--- config.mk ---
export PLATFORM = sky130hd
export DESIGN_NAME = mac_aging_table_flat
export DESIGN_NICKNAME = d
export VERILOG_FILES = /design/src/rtl/l2_pkg.sv /design/src/rtl/mac_aging_table_if.sv /design/src/rtl/mac_aging_table_rr_arbiter.sv /design/src/rtl/mac_aging_table.sv /design/src/flat_wrapper.sv
export SDC_FILE = /design/constraint.sdc
export NUM_CORES = 1
export LEC_CHECK = 0
export BUFFER_PORTS_ARGS = -buffer_cell sky130_fd_sc_hd__buf_2
export CORE_AREA = 8 8 167 169
export CTS_BUF_LIST = sky130_fd_sc_hd__clkbuf_16
export CTS_CLUSTER_DIAMETER = 60
export DETAILED_ROUTE_END_ITERATION = 16
export DIE_AREA = 0 0 175 177
export MAX_ROUTING_LAYER = met4
export PLACE_DENSITY = 0.76
export SETUP_SLACK_MARGIN = 0.1
export SLEW_MARGIN = 20
export SYNTH_ARGS = -nofsm -noshare
export SYNTH_HDL_FRONTEND = slang
export SYNTH_HIERARCHICAL = 1
export SYNTH_SLANG_ARGS = --single-unit
export TNS_END_PERCENT = 1
--- constraint.sdc ---
create_clock -name clk -period 27.9 [get_ports clk]
set_input_delay 8.37 -clock clk [delete_from_list [all_inputs] [get_ports clk]]
set_output_delay 8.37 -clock clk [all_outputs]
set_load 0.01 [all_outputs]
--- src/rtl/l2_pkg.sv ---
// Shared layer-2 constants used by the switch datapath blocks.
package l2_pkg;

  // Widest MAC address any block in the switch uses; blocks slice the low bits.
  localparam int MAX_ADDR_W = 48;

  // The all-ones address is broadcast at every address width.
  localparam logic [MAX_ADDR_W-1:0] BROADCAST_ADDR = '1;

  // Start-of-frame delimiter width and byte offsets of the Ethernet header fields.
  localparam int SFD_WIDTH    = 8;
  localparam int DST_OFFSET   = 0;
  localparam int SRC_OFFSET   = 6;
  localparam int ETYPE_OFFSET = 12;

  // Index width for a count of items, never narrower than one bit.
  function automatic int clog2_min1(input int v);
    return (v > 1) ? $clog2(v) : 1;
  endfunction

endpackage

--- src/rtl/mac_aging_table_if.sv ---
// Request/response bundle between the switch ports and the MAC aging table.
interface mac_aging_table_if
  import l2_pkg::*;
#(
  parameter int NUM_PORTS  = 4,
  parameter int ADDR_WIDTH = 4,
  parameter int TABLE_SIZE = 16
);
  localparam int ING_W = clog2_min1(NUM_PORTS);
  localparam int CNT_W = $clog2(TABLE_SIZE) + 1;

  logic [NUM_PORTS-1:0]            req_valid;
  logic [NUM_PORTS*ADDR_WIDTH-1:0] req_src;
  logic [NUM_PORTS*ADDR_WIDTH-1:0] req_dst;
  logic [NUM_PORTS-1:0]            req_grant;
  logic                            flush;
  logic                            rsp_valid;
  logic [ING_W-1:0]                rsp_ingress;
  logic [NUM_PORTS-1:0]            rsp_fwd_mask;
  logic                            rsp_hit;
  logic [CNT_W-1:0]                entry_count;

  modport master (
    output req_valid, req_src, req_dst, flush,
    input  req_grant, rsp_valid, rsp_ingress, rsp_fwd_mask, rsp_hit, entry_count
  );

  modport slave (
    input  req_valid, req_src, req_dst, flush,
    output req_grant, rsp_valid, rsp_ingress, rsp_fwd_mask, rsp_hit, entry_count
  );

endinterface

--- src/rtl/mac_aging_table_rr_arbiter.sv ---
// Round-robin arbiter: one-hot combinational grant, priority rotates past the winner.
module rr_arbiter
  import l2_pkg::*;
#(
  parameter int N = 4
) (
  input  logic         clk,
  input  logic         rst,
  input  logic [N-1:0] req,
  input  logic         advance,
  output logic [N-1:0] grant
);
  localparam int PW = clog2_min1(N);

  logic [PW-1:0] ptr;
  logic [PW-1:0] ptr_nxt;
  logic          found;
  int            idx;

  // Scan from the priority pointer and grant the first active request.
  always_comb begin
    grant   = '0;
    ptr_nxt = ptr;
    found   = 1'b0;
    idx     = 0;
    for (int k = 0; k < N; k++) begin
      idx = (int'(ptr) + k) % N;
      if (!found && req[idx[PW-1:0]]) begin
        found                = 1'b1;
        grant[idx[PW-1:0]]   = 1'b1;
        ptr_nxt              = PW'((idx + 1) % N);
      end
    end
  end

  // Move priority to the port after the winner once a grant is taken.
  always_ff @(posedge clk or posedge rst) begin
    if (rst)          ptr <= '0;
    else if (advance) ptr <= ptr_nxt;
  end

endmodule

--- src/rtl/mac_aging_table.sv ---
// Learning MAC table with age-out, shared by all ingress ports through a
// round-robin arbiter; one lookup/learn per cycle, result registered.
module mac_aging_table
  import l2_pkg::*;
#(
  parameter int NUM_PORTS  = 4,
  parameter int ADDR_WIDTH = 4,
  parameter int TABLE_SIZE = 16,
  parameter int AGE_MAX    = 7,
  parameter int TICK_DIV   = 1024
) (
  input  logic              clk,
  input  logic              rst,
  mac_aging_table_if.slave  bus
);
  localparam int ING_W  = clog2_min1(NUM_PORTS);
  localparam int CNT_W  = $clog2(TABLE_SIZE) + 1;
  localparam int AGE_W  = clog2_min1(AGE_MAX + 1);
  localparam int TICK_W = clog2_min1(TICK_DIV);
  localparam int IDX_W  = clog2_min1(TABLE_SIZE);
  localparam logic [ADDR_WIDTH-1:0] BCAST = BROADCAST_ADDR[ADDR_WIDTH-1:0];

  function automatic logic [AGE_W-1:0] age_sat_inc(input logic [AGE_W-1:0] a);
    return (a >= AGE_W'(AGE_MAX)) ? AGE_W'(AGE_MAX) : a + 1'b1;
  endfunction

  // Arbitration
  logic [NUM_PORTS-1:0]  arb_req;
  logic [NUM_PORTS-1:0]  grant;
  logic                  gnt_any;
  logic [ING_W-1:0]      sel_port;
  logic [ADDR_WIDTH-1:0] sel_src;
  logic [ADDR_WIDTH-1:0] sel_dst;

  // Table state
  logic [TABLE_SIZE-1:0] ent_vld;
  logic [ADDR_WIDTH-1:0] ent_mac  [TABLE_SIZE];
  logic [ING_W-1:0]      ent_port [TABLE_SIZE];
  logic [AGE_W-1:0]      ent_age  [TABLE_SIZE];
  logic [CNT_W-1:0]      ent_cnt;
  logic [TICK_W-1:0]     tick_cnt;
  logic                  tick;

  // Lookup / learn decisions
  logic                  dst_hit;
  logic [ING_W-1:0]      dst_port;
  logic                  src_hit;
  logic [IDX_W-1:0]      src_idx;
  logic                  free_found;
  logic [IDX_W-1:0]      free_idx;
  logic [IDX_W-1:0]      old_idx;
  logic [AGE_W-1:0]      old_age;
  logic                  learn_en;
  logic [IDX_W-1:0]      learn_idx;
  logic [NUM_PORTS-1:0]  fwd_mask;
  logic                  fwd_hit;
  logic [NUM_PORTS-1:0]  all_but_ing;

  // Next table state
  logic [TABLE_SIZE-1:0] vld_nxt;
  logic [AGE_W-1:0]      age_nxt [TABLE_SIZE];
  logic [CNT_W-1:0]      cnt_nxt;

  // Response pipeline
  logic                  vld_p1;
  logic [ING_W-1:0]      ing_p1;
  logic [NUM_PORTS-1:0]  mask_p1;
  logic                  hit_p1;

  // Flush blocks every grant so no learn can race the table clear.
  assign arb_req       = bus.flush ? '0 : bus.req_valid;
  assign gnt_any       = |grant;
  assign bus.req_grant = grant;

  rr_arbiter #(.N(NUM_PORTS)) u_arb (
    .clk     (clk),
    .rst     (rst),
    .req     (arb_req),
    .advance (gnt_any),
    .grant   (grant)
  );

  // Mux the winning port's addresses onto the shared lookup path.
  always_comb begin
    sel_port = '0;
    sel_src  = '0;
    sel_dst  = '0;
    for (int p = 0; p < NUM_PORTS; p++) begin
      if (grant[p]) begin
        sel_port = ING_W'(p);
        sel_src  = bus.req_src[p*ADDR_WIDTH +: ADDR_WIDTH];
        sel_dst  = bus.req_dst[p*ADDR_WIDTH +: ADDR_WIDTH];
      end
    end
  end

  // Associative search over the current (pre-update) table contents.
  always_comb begin
    dst_hit    = 1'b0;
    dst_port   = '0;
    src_hit    = 1'b0;
    src_idx    = '0;
    free_found = 1'b0;
    free_idx   = '0;
    old_idx    = '0;
    old_age    = ent_age[0];
    for (int e = 0; e < TABLE_SIZE; e++) begin
      if (ent_vld[e] && ent_mac[e] == sel_dst && !dst_hit) begin
        dst_hit  = 1'b1;
        dst_port = ent_port[e];
      end
      if (ent_vld[e] && ent_mac[e] == sel_src && !src_hit) begin
        src_hit = 1'b1;
        src_idx = IDX_W'(e);
      end
      if (!ent_vld[e] && !free_found) begin
        free_found = 1'b1;
        free_idx   = IDX_W'(e);
      end
      // Strict compare keeps the lowest index among equally old entries.
      if (e > 0 && ent_age[e] > old_age) begin
        old_age = ent_age[e];
        old_idx = IDX_W'(e);
      end
    end
  end

  // Pick the entry to learn into: refresh, else first free, else oldest.
  always_comb begin
    learn_en  = gnt_any && (sel_src != BCAST);
    learn_idx = src_hit ? src_idx : (free_found ? free_idx : old_idx);
  end

  // Forwarding decision for the granted request.
  always_comb begin
    all_but_ing = ~(NUM_PORTS'(1) << sel_port);
    fwd_mask    = all_but_ing;
    fwd_hit     = 1'b0;
    if (sel_dst != BCAST && dst_hit) begin
      fwd_hit  = 1'b1;
      fwd_mask = (dst_port == sel_port) ? '0 : (NUM_PORTS'(1) << dst_port);
    end
  end

  // Free-running age tick.
  assign tick = (tick_cnt == TICK_W'(TICK_DIV - 1));

  // Age tick divider.
  always_ff @(posedge clk or posedge rst) begin
    if (rst)       tick_cnt <= '0;
    else if (tick) tick_cnt <= '0;
    else           tick_cnt <= tick_cnt + 1'b1;
  end

  // Per-entry next state: flush beats learn, learn beats the age tick.
  always_comb begin
    cnt_nxt = '0;
    for (int e = 0; e < TABLE_SIZE; e++) begin
      vld_nxt[e] = ent_vld[e];
      age_nxt[e] = ent_age[e];
      if (bus.flush) begin
        vld_nxt[e] = 1'b0;
        age_nxt[e] = '0;
      end else if (learn_en && learn_idx == IDX_W'(e)) begin
        vld_nxt[e] = 1'b1;
        age_nxt[e] = '0;
      end else if (tick && ent_vld[e]) begin
        if (ent_age[e] == AGE_W'(AGE_MAX)) begin
          vld_nxt[e] = 1'b0;
          age_nxt[e] = '0;
        end else begin
          age_nxt[e] = age_sat_inc(ent_age[e]);
        end
      end
      cnt_nxt = cnt_nxt + CNT_W'(vld_nxt[e]);
    end
  end

  // Table control state and the occupancy count move together.
  always_ff @(posedge clk or posedge rst) begin
    if (rst) begin
      ent_vld <= '0;
      ent_cnt <= '0;
      for (int e = 0; e < TABLE_SIZE; e++) ent_age[e] <= '0;
    end else begin
      ent_vld <= vld_nxt;
      ent_cnt <= cnt_nxt;
      for (int e = 0; e < TABLE_SIZE; e++) ent_age[e] <= age_nxt[e];
    end
  end

  // Address and port payload is only meaningful while the valid bit is set.
  always_ff @(posedge clk) begin
    if (learn_en && !bus.flush) begin
      ent_mac[learn_idx]  <= sel_src;
      ent_port[learn_idx] <= sel_port;
    end
  end

  // ---- stage p0 -> p1: register the forwarding result ----
  always_ff @(posedge clk or posedge rst) begin
    if (rst) begin
      vld_p1  <= 1'b0;
      ing_p1  <= '0;
      mask_p1 <= '0;
      hit_p1  <= 1'b0;
    end else begin
      vld_p1 <= gnt_any;
      if (gnt_any) begin
        ing_p1  <= sel_port;
        mask_p1 <= fwd_mask;
        hit_p1  <= fwd_hit;
      end
    end
  end

  assign bus.rsp_valid    = vld_p1;
  assign bus.rsp_ingress  = ing_p1;
  assign bus.rsp_fwd_mask = mask_p1;
  assign bus.rsp_hit      = hit_p1;
  assign bus.entry_count  = ent_cnt;

endmodule

--- src/flat_wrapper.sv ---
// flat-port wrapper written by rule: the top's interface ports become plain ports
module mac_aging_table_flat import l2_pkg::*;
#(
  parameter int NUM_PORTS  = 4,
  parameter int ADDR_WIDTH = 4,
  parameter int TABLE_SIZE = 16,
  parameter int AGE_MAX    = 7,
  parameter int TICK_DIV   = 1024
)
  (clk, rst, bus_req_valid, bus_req_src, bus_req_dst, bus_flush, bus_req_grant, bus_rsp_valid, bus_rsp_ingress, bus_rsp_fwd_mask, bus_rsp_hit, bus_entry_count);
  mac_aging_table_if #(.NUM_PORTS(NUM_PORTS), .ADDR_WIDTH(ADDR_WIDTH), .TABLE_SIZE(TABLE_SIZE)) bus_i ();
  input  logic clk;
  input  logic rst;
  input wire logic [$bits(bus_i.req_valid)-1:0] bus_req_valid;
  input wire logic [$bits(bus_i.req_src)-1:0] bus_req_src;
  input wire logic [$bits(bus_i.req_dst)-1:0] bus_req_dst;
  input wire logic [$bits(bus_i.flush)-1:0] bus_flush;
  output wire logic [$bits(bus_i.req_grant)-1:0] bus_req_grant;
  output wire logic [$bits(bus_i.rsp_valid)-1:0] bus_rsp_valid;
  output wire logic [$bits(bus_i.rsp_ingress)-1:0] bus_rsp_ingress;
  output wire logic [$bits(bus_i.rsp_fwd_mask)-1:0] bus_rsp_fwd_mask;
  output wire logic [$bits(bus_i.rsp_hit)-1:0] bus_rsp_hit;
  output wire logic [$bits(bus_i.entry_count)-1:0] bus_entry_count;
  assign bus_i.req_valid = bus_req_valid;
  assign bus_i.req_src = bus_req_src;
  assign bus_i.req_dst = bus_req_dst;
  assign bus_i.flush = bus_flush;
  assign bus_req_grant = bus_i.req_grant;
  assign bus_rsp_valid = bus_i.rsp_valid;
  assign bus_rsp_ingress = bus_i.rsp_ingress;
  assign bus_rsp_fwd_mask = bus_i.rsp_fwd_mask;
  assign bus_rsp_hit = bus_i.rsp_hit;
  assign bus_entry_count = bus_i.entry_count;
  mac_aging_table #(.NUM_PORTS(NUM_PORTS), .ADDR_WIDTH(ADDR_WIDTH), .TABLE_SIZE(TABLE_SIZE), .AGE_MAX(AGE_MAX), .TICK_DIV(TICK_DIV)) u_core (.clk(clk), .rst(rst), .bus(bus_i));
endmodule
== Yosys cells after proc, flatten, opt, wreduce, memory -nomap -nowiden ==
Memories as Yosys holds them, arrays and structs flattened.
Index checks and enable logic that the tools add are counted.

* Memories: 2
* Register bits after elaboration: 89
* Bits in latches: 0
* Output and inout bits: 17
* Input bits: 39
* ROM bits: 0
* Logic and storage cells: 692
* RAM bits: 96

{| class="wikitable"
|+ Memories
! memory !! words !! bits a word !! read ports !! clocked after memory_dff !! wr ports !! line !! RTL
|-
| u_core.ent_mac || 16 || 4 || 16 || 0 || 1 || mac_aging_table.sv:37 || <nowiki>logic [ADDR_WIDTH-1:0] ent_mac [TABLE_SIZE];</nowiki>
|-
| u_core.ent_port || 16 || 2 || 16 || 0 || 1 || mac_aging_table.sv:38 || <nowiki>logic [ING_W-1:0] ent_port [TABLE_SIZE];</nowiki>
|}

* Bitwise gates (word level): 4
* Divide/modulo/power cells: 0
* Add/subtract/negate cells: 38
* Reduce and logical (&&, ||, !) cells: 202
* Multiplexer cells: 314
* $mul: 0
* Order comparisons: 39
* Equal/unequal tests: 67
* Shift-type cells: 2

{| class="wikitable"
|+ Operator list
! cell !! number
|-
| 3-bit two-way mux || 102
|-
| 4-bit two-way mux || 47
|-
| 1-bit two-way mux || 130
|-
| 4-bit == test || 32
|-
| 1-bit logical AND || 119
|-
| 5-bit by 1-bit adder with 5-bit output || 14
|-
| 1-bit zero test || 63
|-
| 2-bit two-way mux || 26
|-
| 3-bit by 1-bit adder with 3-bit output (second input constant) || 16
|-
| 3-bit == test (second input constant) || 16
|-
| 3-bit >= comparator (second input constant) || 16
|-
| 3-bit nonzero test || 16
|-
| 3-bit > comparator || 15
|-
| 4-bit == test (second input constant) || 8
|-
| 4-bit by 3-bit == test with 1-bit output (second input constant) || 4
|-
| 2-bit by 3-bit < comparator with 1-bit output (second input constant) || 4
|-
| 4-bit bitwise OR || 3
|-
| 10-bit by 1-bit adder with 10-bit output (second input constant) || 1
|-
| 2-bit adder (second input constant) || 5
|-
| 10-bit == test (second input constant) || 1
|-
| 10-bit two-way mux || 1
|-
| 1-bit binary-select mux with 2-bit select || 4
|-
| 1-bit demux with 2-bit select || 4
|-
| 4-bit by 2-bit == test with 1-bit output (second input constant) || 2
|-
| 12 further kinds || 17
|}

== Depth between registers and ports, before layout ==
* Depth after elaboration: 85
* Depth in mapped cells: 122
* Gate-level depth less buffers: 120

== Cells and area by module ==
Netlist, hierarchy kept.

{| class="wikitable"
|+ By module, submodules not included
! module !! cells an instance !! area an instance (µm²) !! times used !! sequential area each (µm²)
|-
| mac_aging_table || 1376 || 13068.8 || 1 || 5059.9
|-
| rr_arbiter || 55 || 501.7 || 1 || 50.0
|}

== Worst setup path after synthesis ==
OpenSTA, ideal clock, no wires.

* Path type: register to register
* From: register u_core/ent_age[46] (netlist name)
* To: register u_core.ent_cnt[4], in the netlist u_core/bus.entry_count[4]
* Arrival: 21.582 ns
* Clock period less this slack: 21.647 ns
* Buffers on the path: 2
* Path slack: 6.253 ns
* Cell stages (with the launch flop): 114
* Required time: 27.836 ns
* Setup time: 0.064 ns
* Cell sequence: dfrtp_1 inv_1 ha_1 nor2b_1 o21a_1 o21a_1 o21a_1 ha_1 nor2b_1 o21ai_0 a32o_1 or2_2 and2_1 inv_1 ha_1 nor2b_1 o21ai_0 a21boi_0 [... 78 more ...] a2111oi_0 o211ai_1 a32o_2 nor3_2 buf_4 a22oi_1 nor2_1 fa_1 inv_1 fa_1 fa_1 inv_1 fa_1 ha_1 inv_1 fa_1 nor2b_1 o21a_1

* Longest elaborated chain between the ends: 51
* Elaborated cells on any way between the ends: 128
* Those cells by class: 15 x add/sub; 15 x order compare; 16 x eq/ne; 65 x mux; 17 x reduce/logical

{| class="wikitable"
|+ Ends and longest elaborated chain
! item !! line !! RTL
|-
| start: declaration || mac_aging_table.sv:39 || <nowiki>logic [AGE_W-1:0] ent_age [TABLE_SIZE];</nowiki>
|-
| 3-bit > comparator || mac_aging_table.sv:121 || <nowiki>if (e > 0 && ent_age[e] > old_age) begin</nowiki>
|-
| 3-bit two-way mux || mac_aging_table.sv:121 ||
|-
| 3-bit > comparator || mac_aging_table.sv:121 ||
|-
| 3-bit two-way mux || mac_aging_table.sv:121 ||
|-
| 3-bit > comparator || mac_aging_table.sv:121 ||
|-
| 3-bit two-way mux || mac_aging_table.sv:121 ||
|-
| 3-bit > comparator || mac_aging_table.sv:121 ||
|-
| 3-bit two-way mux || mac_aging_table.sv:121 ||
|-
| [... 24 more ...] || -- ||
|-
| 4-bit zero test || mac_aging_table.sv:164 || <nowiki>end else if (learn_en && learn_idx == IDX_W'(e)) begin</nowiki>
|-
| 1-bit logical AND || mac_aging_table.sv:164 ||
|-
| 1-bit two-way mux (*) || mac_aging_table.sv:164 ||
|-
| 1-bit two-way mux (*) || mac_aging_table.sv:161 || <nowiki>if (bus.flush) begin</nowiki>
|-
| net u_core.vld_nxt[0] || mac_aging_table.sv:60 || <nowiki>logic [TABLE_SIZE-1:0] vld_nxt;</nowiki>
|-
| 1-bit by 1-bit adder with 2-bit output (*) || mac_aging_table.sv:175 || <nowiki>cnt_nxt = cnt_nxt + CNT_W'(vld_nxt[e]);</nowiki>
|-
| 5-bit by 1-bit adder with 5-bit output (*) (14 in a row) || mac_aging_table.sv:175 ||
|-
| net u_core.cnt_nxt[4] || mac_aging_table.sv:62 || <nowiki>logic [CNT_W-1:0] cnt_nxt;</nowiki>
|-
| end signal: assignment || mac_aging_table.sv:187 || <nowiki>ent_cnt <= cnt_nxt;</nowiki>
|-
| end: declaration || mac_aging_table.sv:40 || <nowiki>logic [CNT_W-1:0] ent_cnt;</nowiki>
|}

The timed path passes the listed nets; every way through them passes the cells marked *.
A chain may end at the register's enable or synchronous reset.

== Worst setup path in the final report ==
* From: register u_core/ent_age[46] (netlist name)
* To: register u_core.ent_cnt[4], in the netlist u_core/bus.entry_count[4]

* Elaborated cells on any way between the ends: 128
* Those cells by class: 15 x add/sub; 15 x order compare; 16 x eq/ne; 65 x mux; 17 x reduce/logical

{| class="wikitable"
|+ RTL lines
! item !! line !! RTL
|-
| 3-bit > comparator || mac_aging_table.sv:121 ||
|-
| 3-bit two-way mux || mac_aging_table.sv:121 ||
|-
| 3-bit > comparator || mac_aging_table.sv:121 ||
|-
| 3-bit two-way mux || mac_aging_table.sv:121 ||
|-
| 3-bit > comparator || mac_aging_table.sv:121 ||
|-
| 3-bit two-way mux || mac_aging_table.sv:121 ||
|-
| 3-bit > comparator || mac_aging_table.sv:121 ||
|-
| 3-bit two-way mux || mac_aging_table.sv:121 ||
|-
| [... 22 more ...] || -- ||
|-
| 4-bit two-way mux (*) (2 in a row) || mac_aging_table.sv:131 || <nowiki>learn_idx = src_hit ? src_idx : (free_found ? free_idx : old_idx);</nowiki>
|-
| 4-bit by 2-bit == test with 1-bit output (*) || mac_aging_table.sv:164 ||
|-
| 1-bit logical AND (*) || mac_aging_table.sv:164 ||
|-
| 1-bit two-way mux (*) || mac_aging_table.sv:164 ||
|-
| 1-bit two-way mux (*) || mac_aging_table.sv:161 ||
|-
| net u_core.vld_nxt[3] || mac_aging_table.sv:60 ||
|-
| 5-bit by 1-bit adder with 5-bit output (*) (13 in a row) || mac_aging_table.sv:175 ||
|-
| net u_core.cnt_nxt[4] || mac_aging_table.sv:62 ||
|}

Marks and branches as above.

==> impl_metrics.tcl <==
set metrics [dict create \
    hold_depth 2 \
    critical_path.max_fanout 9 \
    initial_core_util_pct 53.3 \
    synth_top_area_share_pct 21.2 \
    place_congestion 0.958 \
    fp.coreArea_sq_um 25500 \
    setup_viol 0 \
    cp_data_arrival_time_ns 25.31 \
    reg2regPathDepth 113 \
    synth_area_leader_cell "edfxtp_1" \
    post-route-cell-area_sq_um 14700 \
    drc 0 \
    start_kind "flop" \
    maxCapViolCount 0 \
    fin_nets 1603 \
    yosysWarnings 6 \
    grt_antenna_before_repair 0 \
    skew_ns 0.0155 \
    cts_max_level 4 \
    clock_path_buffers 2 \
    cts_hold_buf 0 \
    crit_required_ns 28.29 \
    drive_above_1_share_pct 10.3 \
    finalCriticalPeriod_ns 24.92 \
    ios 56 \
    final_antenna_net_count 0 \
    final_core_utilization_pct 57.7 \
    drt-wirelength-per-cell_um 19.9 \
    ys_types 91 \
    max_freq_mhz 40.1 \
    num_rows 59 \
    cts-root-buf "clkbuf_16" \
    synthTopCellsByArea "edfxtp_1, dfrtp_1, ha_1" \
    antenna_cells 0 \
    synth-seq-area-share_pct 37.7 \
    cts_buffers 17 \
    dpl.hpwl_um 26500 \
    cts_sinks 185 \
    track_usage_pct 23.9 \
    ff2ff_setup_slack_ns 2.98 \
    port_buffers 55 \
    fin_crit_sh_pct 89.3 \
    synth_ff_type "edfxtp_1" \
    syn_to_final_growth_pct 8.25 \
    hold_ws_ns 0.471 \
    critPathSlowestCell "a32oi_1" \
    async_flop_share_pct 48.1 \
    power.density_nw_per_um2 98.6 \
    cts_tree "yes" \
    cp-end-kind "flop" \
    die_h_um 177 \
    hold_violations 0 \
    slew_violations 0 \
    die_w_um 175 \
    path_clk_slew_ns 0.08 \
    crit_type "flop to flop" \
    slowest_delay_ns 0.55 \
    setup-tns-final_ns 0 \
    hp-class "flop to flop" \
    grt_max_degree 76 \
    status "complete, no violations" \
    power_leakage_nw 5.76 \
    vias 11400 \
    drt_iter0_drc 1123 \
    ys_ff_latch 185 \
    rsz0062_at_grt "false" \
    insertion_delay_ns 0.44 \
    grt_pass1_vias 11000 \
    placedInstanceArea_sq_um 14100 \
    syn-num-nets 1568 \
    dieArea_sq_um 31000 \
    cts.repair.resized 0 \
    synth_cells 1431 \
    synth_edf_count 96 \
    first_pass_iters 5 \
    syn_area_sq_um 13600 \
    wirelength_um 36100 \
    grt.overflow.total 0 \
    ir_drop_v 0.000135 \
    avgSynthCellArea_sq_um 9.48 \
    grt_pass1_wl_um 58400 \
    worstMarginPinSlew_ns 1.07 \
    post-cts-setup-buffer-count 0 \
    relSlewSlack_pct 27.9 \
    vias_per_cell 6.30 \
]
-- power by group --
part | switching (mW) | internal, mW
sequential | 0.0208 | 0.367
combinational | 0.542 | 0.284
clock | 0.116 | 0.118
total | 0.679 | 0.769
-- worst max-delay path: cells and delay by family (launching register included) --
| family | cells | cell delay (ns) |
|---|---|---|
| AO/OA/AOI/OAI | 50 | 11.35 |
| adder cells (fa/ha/maj) | 21 | 6.41 |
| buffers and inverters | 7 | 0.66 |
| flip-flops | 1 | 0.41 |
| multiplexers | 1 | 0.40 |
| AND/OR/NAND/NOR | 34 | 5.60 |
-- stage by stage --
stage                     cells  total power, mW  worst slack [ns]
after floorplan            1431            0.997              6.25
after global placement     1782             1.18              4.41
after detailed placement   1782             1.20              3.55
after CTS                  1814             1.43              3.38
after global routing       1814             1.52              1.03
final                      1814             1.45              2.98
-- cell usage after synthesis, types with 5 or more instances --
master,count
a211oi_1,24
a21boi_0,8
a21o_1,27
a21oi_1,71
a221oi_1,5
a22oi_1,23
a311oi_1,6
a31oi_1,9
and2_1,49
and3_1,8
buf_2,14
buf_4,5
buf_6,8
clkbuf_1,28
dfrtp_1,89
edfxtp_1,96
fa_1,10
ha_1,88
inv_1,69
mux2_2,7
mux2i_1,23
nand2_1,146
nand2b_1,15
nand3_1,39
nand3b_1,6
nand4_1,11
nor2_1,66
nor2b_1,29
nor3_1,59
nor3b_1,15
nor4_1,15
o211ai_1,36
o21a_1,14
o21ai_0,56
o21ai_1,7
o21bai_1,10
o22ai_1,7
o31ai_1,7
or2_1,7
or2_2,6
or3_1,17
or4_1,7
xnor2_1,84
xor2_1,21
-- area by class of cell --
| type | count | area (sq um) |
|---|---|---|
| Clock inverter | 15 | 128 |
| Multi-Input combinational cell | 1119 | 7930 |
| Fill cell | 2182 | 10800 |
| Tap cell | 335 | 419 |
| Sequential cell | 185 | 5110 |
| Clock buffer | 17 | 425 |
| Timing Repair Buffer | 73 | 414 |
| Inverter | 70 | 264 |
-- sequential cells by signal (all words and copies together), names as in the netlist, 2 cells and up --
register and count:
u_core/ent_port 32, u_core/u_arb/ptr 2, u_core/ent_vld 16, u_core/tick_cnt 10, u_core/bus.rsp_ingress 2, u_core/bus.entry_count 5
u_core/ent_age 48, u_core/bus.rsp_fwd_mask 4, u_core/ent_mac 64
-- kinds of logic after synthesis --
logic type	after synthesis	share of synthesized area [%]
compound gates	358	18.1
xor+xnor	105	6.78
fa+ha+maj	98	9.59
buf+inv	127	4.34
flops	185	37.7
mux	34	2.94
simple gates	524	20.6
-- worst paths after layout --
kind / startpoint / to
worst max-delay path: u_core/ent_age[46] / u_core/bus.entry_count[4]
worst min-delay path: u_core/bus.rsp_hit / u_core/bus.rsp_hit
worst max register to register: u_core/ent_age[46] / u_core/bus.entry_count[4]
worst min register to register: u_core/bus.rsp_hit / u_core/bus.rsp_hit
max in group asynchronous: rst / u_core/bus.entry_count[1]
min in group asynchronous: rst / u_core/u_arb/ptr[1]
-- placed cells by master, fill, tap and decap left out, drive strengths merged, types with 10 or more instances in the layout --
cell	n
nor3b	15
nor4	20
nor2b	31
nand3	39
xnor2	84
a211oi	24
or2	13
fa	10
buf	73
nor2	69
mux2i	23
dfrtp	89
nand4	11
nor3	61
clkbuf	17
a22oi	23
nand2	146
edfxtp	96
nand2b	15
o21a	14
o21ai	63
or3	17
xor2	21
o21bai	10
ha	88
a21o	27
and2	49
inv	81
a21oi	73
o211ai	36
-- layer usage --
| layer | track usage, % | wire (um) | vias to the layer above |
|---|---|---|---|
| met1 | 30.9 | 15300 | 5495 |
| met2 | 38.8 | 17300 | 522 |
| met4 | 6.71 | 743 | 0 |
| met5 | - | 0 | - |
| met3 | 3.65 | 2810 | 67 |
| li1 | - | - | 5336 |
Power figures use the tool's default switching activity.
